[src/rtl/sequencer.sv]
// 4-bit accumulator-style sequencer: 16x8 program memory, IDLE/FETCH/EXEC control,
// two data registers, an output latch and a carry flag. Each instruction takes two cycles.
module sequencer (
    input  logic       clk0,
    input  logic       rst_n,
    input  logic       run,
    input  logic       step,
    input  logic       prog_we,
    input  logic [3:0] prog_addr,
    input  logic [7:0] prog_wdata,
    input  logic [3:0] in_port,
    output logic [3:0] out_port,
    output logic [3:0] pc,
    output logic [3:0] reg_a,
    output logic [3:0] reg_b,
    output logic       carry,
    output logic [1:0] state,
    output logic       busy
);
    typedef enum logic [1:0] {
        IDLE  = 2'b00,
        FETCH = 2'b01,
        EXEC  = 2'b10
    } state_t;

    state_t     state_reg, state_next;
    logic [7:0] prog_mem [16];
    logic [7:0] ir_reg;
    logic [3:0] pc_reg, pc_next;
    logic [3:0] a_reg, a_next;
    logic [3:0] b_reg, b_next;
    logic [3:0] out_reg, out_next;
    logic       carry_reg, carry_next;
    logic       mem_we, ir_load, retire;
    logic [3:0] opcode, imm, operand, addend;
    logic [1:0] sel;
    logic       is_add;
    logic [4:0] sum;

    always_ff @(posedge clk0 or negedge rst_n) begin
        if (!rst_n) state_reg <= IDLE;
        else        state_reg <= state_next;
    end

    always_comb begin
        state_next = state_reg;
        mem_we     = 1'b0;
        ir_load    = 1'b0;
        retire     = 1'b0;
        case (state_reg)
            IDLE: begin
                mem_we = prog_we;
                if (run || step) state_next = FETCH;
            end
            FETCH: begin
                ir_load    = 1'b1;
                state_next = EXEC;
            end
            EXEC: begin
                retire     = 1'b1;
                state_next = run ? FETCH : IDLE;
            end
            default: state_next = IDLE;
        endcase
    end

    // Program memory is never reset; its registered read port is the IR.
    always_ff @(posedge clk0) begin
        if (mem_we) prog_mem[prog_addr] <= prog_wdata;
    end

    always_ff @(posedge clk0 or negedge rst_n) begin
        if (!rst_n)       ir_reg <= '0;
        else if (ir_load) ir_reg <= prog_mem[pc_reg];
    end

    assign opcode = ir_reg[7:4];
    assign imm    = ir_reg[3:0];
    // Operand selector falls out of the low opcode bits: 11=A, 10=B, 01=in_port, 00=zero.
    assign sel    = ~opcode[1:0];
    assign is_add = (opcode == 4'b0000) || (opcode == 4'b0101);

    always_comb begin
        case (sel)
            2'b11:   operand = a_reg;
            2'b10:   operand = b_reg;
            2'b01:   operand = in_port;
            default: operand = 4'd0;
        endcase
    end

    // Only ADDs and immediate loads take the immediate; plain moves pass the operand through.
    assign addend = (is_add || sel == 2'b00) ? imm : 4'd0;
    assign sum    = {1'b0, operand} + {1'b0, addend};

    always_comb begin
        pc_next    = pc_reg + 4'd1;
        a_next     = a_reg;
        b_next     = b_reg;
        out_next   = out_reg;
        carry_next = is_add ? sum[4] : 1'b0;
        casez (opcode)
            4'b00??:        a_next   = sum[3:0];
            4'b01??:        b_next   = sum[3:0];
            4'b1001,
            4'b1011:        out_next = sum[3:0];
            4'b1110:        if (!carry_reg) pc_next = imm;
            4'b1111:        pc_next  = imm;
            default:        ;
        endcase
    end

    always_ff @(posedge clk0 or negedge rst_n) begin
        if (!rst_n) begin
            pc_reg    <= '0;
            a_reg     <= '0;
            b_reg     <= '0;
            out_reg   <= '0;
            carry_reg <= 1'b0;
        end else if (retire) begin
            pc_reg    <= pc_next;
            a_reg     <= a_next;
            b_reg     <= b_next;
            out_reg   <= out_next;
            carry_reg <= carry_next;
        end
    end

    assign out_port = out_reg;
    assign pc       = pc_reg;
    assign reg_a    = a_reg;
    assign reg_b    = b_reg;
    assign carry    = carry_reg;
    assign state    = state_reg;
    assign busy     = (state_reg != IDLE);

endmodule

[config.mk]
export PLATFORM = sky130hd
export DESIGN_NAME = sequencer
export DESIGN_NICKNAME = d
export VERILOG_FILES = /design/src/rtl/sequencer.sv
export SDC_FILE = /design/constraint.sdc
export NUM_CORES = 1
export LEC_CHECK = 0
export ABC_AREA = 1
export CAP_MARGIN = 10
export CELL_PAD_IN_SITES_DETAIL_PLACEMENT = 2
export CELL_PAD_IN_SITES_GLOBAL_PLACEMENT = 2
export CORE_ASPECT_RATIO = 0.8
export CORE_MARGIN = 8
export CORE_UTILIZATION = 41
export DETAILED_ROUTE_END_ITERATION = 7
export GPL_TIMING_DRIVEN = 1
export PLACE_DENSITY = 0.93
export SYNTH_ARGS = -nofsm -noshare
export SYNTH_HDL_FRONTEND = slang
export SYNTH_SLANG_ARGS = --single-unit
export TNS_END_PERCENT = 5
[constraint.sdc]
create_clock -name clk0 -period 6.8 [get_ports clk0]
set_clock_uncertainty 0.15 [all_clocks]
set_input_delay 1.02 -clock clk0 [delete_from_list [all_inputs] [get_ports clk0]]
set_output_delay 1.02 -clock clk0 [all_outputs]
set_load 0.01 [all_outputs]
Yosys cells after proc, flatten, opt, wreduce, memory -nomap -nowiden. Memory sizes are Yosys's and may differ from the RTL's. A register that Yosys moved wholly into a read port is not among the register bits. Cells that the tools add are included.

Register bits after elaboration: 19. RAM bits: 128. Bits of input ports: 21. Output and inout port bits: 20. Memories: 1.

Memories: prog_mem (words 16, bits a word 8, read ports 1, clocked after Yosys merged registers in 1, write ports 1, line 27) `logic [7:0] prog_mem [16];`.

Add/sub/neg operators: 2. Equality and inequality tests: 12. Muxes and demuxes: 13. Bitwise operators: 1. Reduce and logical (&&, ||, !) cells: 13.

Operators by type and width (number): 4-bit equality test (second input constant) (4); 4-bit case mux with 3 select lines (1); 4-bit two-way mux (2); 4-bit case mux with 2 select lines (1); 1-bit two-way mux (7); 2-bit by 1-bit equality test with 1-bit output (second input constant) (3); 2-bit equality test (second input constant) (3); 2-bit zero test (3); 2-bit case mux with 3 select lines (1); 2-bit AND reduction (3); 4-bit by 4-bit adder with 5-bit output (1); 4-bit by 1-bit adder with 4-bit output (second input constant) (1); 4-bit by 3-bit equality test with 1-bit output (second input constant) (1); 4-bit zero test (1); 1-bit logical OR (3); 2-bit two-way mux (1); 2-bit != test (second input constant) (1); 2-bit inverter (1); 2-bit nonzero test (1); 2-bit OR reduction (1); 1-bit zero test (1).

Longest topological paths before layout.
Word-level depth: 6. Depth in mapped cells: 12. Depth with buffers taken out: 12.

Least setup slack after synthesis. No wires, ideal clock.

Path kind: in2reg. From: input in_port[1]. To: register out_reg[3] (netlist: out_port[3]). Arrival time: 2.203 ns. Required time: 6.585 ns. Setup slack: 4.382 ns. Stages on the path: 8. Path buffers: 0. Path through: a221oi_1 inv_1 ha_1 nand3_1 nand2_1 xor2_1 nand2_1 nand2_1.

Word-level cells in the longest chain between the ends: 2.

Ends and longest elaborated chain: start: declaration (line 11) `input logic [3:0] in_port,`; 4-bit case mux with 3 select lines (line 84) `case (sel)`; 4-bit by 4-bit adder with 5-bit output (line 94) `assign sum = {1'b0, operand} + {1'b0, addend};`; end signal: assignment (line 124) `out_reg <= out_next;`; end: declaration (line 32) `logic [3:0] out_reg, out_next;`.

Every way passes these cells. A chain may end at the register's enable or synchronous reset.

Worst setup path after layout.
From: register pc_reg[0] (netlist: pc[0]). To: output pc[0].

RTL lines: start: declaration (line 29) `logic [3:0] pc_reg, pc_next;`; start signal: assignment (line 121) `pc_reg <= pc_next;`; end: declaration (line 13) `output logic [3:0] pc,`.

No word-level cell between the ends.

==> impl_metrics.py <==
metrics = {
    "worst_hold_path": {
        "worstHoldStart": "reg_b[0]",
        "hold_class": "register to register",
        "holdPathStages": 2,
        "hold_end": "reg_b[0]",
    },
    "clock_network": {
        "ctsHoldBuffers": 0,
        "cts_sinks": 155,
        "htreeDepth": 4,
        "clk_path_buf_depth": 2,
        "clock_latency_ns": 0.44,
        "postCtsSetupRepairBufs": 0,
        "root_buffer": "clkbuf_16",
        "cts_buffers": 17,
        "cts_resized": 0,
        "clk_pin_slew_worst_paths_ns": 0.06,
        "cts_tree": "yes",
    },
    "route": {
        "drt-initial-drc-count": 526,
        "dr_total_vias": 5411,
        "drcViolationCount": 0,
        "drt_first_pass_iters": 4,
        "viasPerCell": 5.66,
        "wirelength_mm": 26.2,
        "ant_nets": 0,
        "wl_per_cell_um": 27.4,
    },
    "floorplan": {
        "rows": 42,
        "dieArea_um2": 21100,
        "start_util_pct": 41.6,
        "die_h_um": 131,
        "die_x_um": 160,
        "ios": 41,
        "coreArea_um2": 16400,
    },
    "synth": {
        "syn_inst": 687,
        "yosysTopAreaCell": "edfxtp_1",
        "synth-seq-cells": 155,
        "avgSynthCellArea_um2": 9.93,
        "ys_seq_area_share_pct": 66.2,
        "synth_top_area_share_pct": 56.3,
        "synth.area.top_cells": "edfxtp_1 (56%), nand2_1 (12%), dfrtp_1 (9.9%)",
        "yosys_warnings": 0,
        "syn_nets": 714,
        "ys_types": 23,
        "synth_area_um2": 6830,
    },
    "placed_design": {
        "port_buffers": 40,
        "dpl_cell_area_um2": 7390,
        "hpwl_mm": 16.5,
        "gp_congestion": 0.828,
    },
    "power": {
        "p_clk_share_pct": 27.6,
        "combPwrFrac_pct": 36.5,
        "peakVddDrop_v": 0.000176,
        "intPower_mw": 2.00,
        "p_seq_share_pct": 35.9,
        "power.leakage_nw": 3.37,
        "power_density_nw_per_um2": 428,
        "switchingPower_mw": 1.41,
        "swShare_pct": 41.4,
    },
    "sta": {
        "layout_min_cycle_time_ns": 3.28,
        "maxSlewViolCount": 0,
        "fmax_ghz": 0.305,
        "worstMarginPinSlew_ns": 1.20,
        "setup_viol": 0,
        "maxSlewHeadroom_pct": 19.8,
        "finalHoldViolCount": 0,
        "fin_crit_sh_pct": 48.3,
        "setup_tns_ns": 0,
        "rsz0062_at_grt": "false",
    },
    "cells_and_area": {
        "fillers": 1678,
        "post-route-util_pct": 48.5,
        "area_growth_pct": 16.5,
        "fin_area_um2": 7950,
        "nets": 751,
        "largest_register_ffs": 128,
        "drive_above_1_share_pct": 5.03,
        "insertedDiodeCount": 0,
    },
    "setup_path": {
        "arrival_ns": 2.11,
        "r2r_cells": 11,
        "path_max_fanout": 68,
        "reg2reg_slack_ns": 3.68,
        "critPathCaptureType": "primary output",
        "reg2reg_to": "reg_a[2]",
        "cp.required_ns": 5.63,
        "r2r_start": "ir_reg[5]",
        "path_class": "register to primary output",
        "start_kind": "register",
    },
    "global_routing": {
        "grt_usage_pct": 25.3,
        "grt_max_degree": 69,
        "grt_pass1_wl_mm": 39.6,
        "antenna_found_initial": 1,
        "grt_pass1_vias": 6136,
        "grt-ovfl-total": 0,
    },
    "run_status": {
        "status": "complete, no violations",
    },
    "flow_run": {
        "max-cap-violations": 0,
    },
}
[final cells by class]
type	instances	area [µm²]	area share (%)
clock inverter	14	135	1.70
timing repair buffer	43	423	5.32
clock buffer	17	425	5.35
multi-input combinational	400	1770	22.2
sequential	155	4520	56.9
inverter	107	402	5.05
tap	220	275	3.46
[kinds of logic after synthesis]
logic type	count (synthesis)	share of synthesized area, %
simple gates	351	21.2
flops	155	66.2
buf+inv	132	7.88
compound gates	39	2.99
fa+ha+maj	6	1.21
xor+xnor	4	0.513
[worst max-delay path, cell delays in order (launching register included)]
cell	delay, ns
dfrtp_2	0.36
buf_4	0.58
clkdlybuf4s50_1	0.69
[placed cells by master (no fill, tap or decap), drive strengths merged]
master / instances
a21oi: 21
a221oi: 1
a22oi: 1
buf: 3
bufinv: 1
clkbuf: 17
clkdlybuf4s50: 40
clkinv: 4
dfrtp: 27
edfxtp: 128
fa: 1
ha: 5
inv: 116
nand2: 210
nand3: 95
nand4: 2
nor2: 44
o211ai: 1
o21ai: 15
xnor2: 2
xor2: 2
[power groups by stage]
stage	combinational, mW	clock (mW)	sequential (mW)
after floorplan	0.689	0	1.21
after global placement	1.04	0	1.22
after detailed placement	1.16	0	1.23
after CTS	1.23	0.946	1.22
after global routing	1.33	0.975	1.23
final	1.24	0.940	1.22
[synth_stat cells]
cell,n
nand2_1,210
edfxtp_1,128
inv_1,106
nand3_1,95
nor2_1,42
dfrtp_1,27
a21oi_1,21
buf_2,19
o21ai_0,14
ha_1,5
buf_4,3
clkbuf_1,2
nand4_1,2
nor2_2,2
xnor2_1,2
xor2_1,2
a221oi_1,1
a22oi_1,1
buf_6,1
fa_1,1
inv_2,1
o211ai_1,1
o21ai_1,1
[worst max-delay path by stage]
stage / startpoint / endpoint / slack [ns]
final: pc[0] / pc[0] / 3.52
after global routing: pc[0] / pc[0] / 3.46
after CTS: pc[0] / pc[0] / 3.52
after detailed placement: prog_we / prog_mem[3][3] / 3.35
after global placement: prog_we / prog_mem[15][3] / 3.57
after floorplan: in_port[1] / out_port[3] / 4.38
[layer usage]
metal / wire (µm) / up-vias / part of all wire, % / track usage [%]
met4: 736 / 2 / 2.8 / 10.1
met3: 1560 / 65 / 5.9 / 5.31
li1: - / 2306 / - / -
met1: 10400 / 2797 / 40 / 30.2
met2: 13400 / 241 / 51 / 43.9
met5: 13 / - / 0.050 / 0
[metrics by stage]
| stage | setup slack (ns) | power [mW] | std cells | hold slack, ns |
|---|---|---|---|---|
| finish | 3.52 | 3.40 | 956 | 0.390 |
| global route | 3.46 | 3.53 | 956 | 0.386 |
| CTS | 3.52 | 3.39 | 956 | 0.385 |
| detailed placement | 3.35 | 2.39 | 925 | 0.356 |
| global placement | 3.57 | 2.26 | 925 | 0.290 |
| floorplan | 4.38 | 1.90 | 687 | 0.335 |
(Power assumes the default switching activity.)
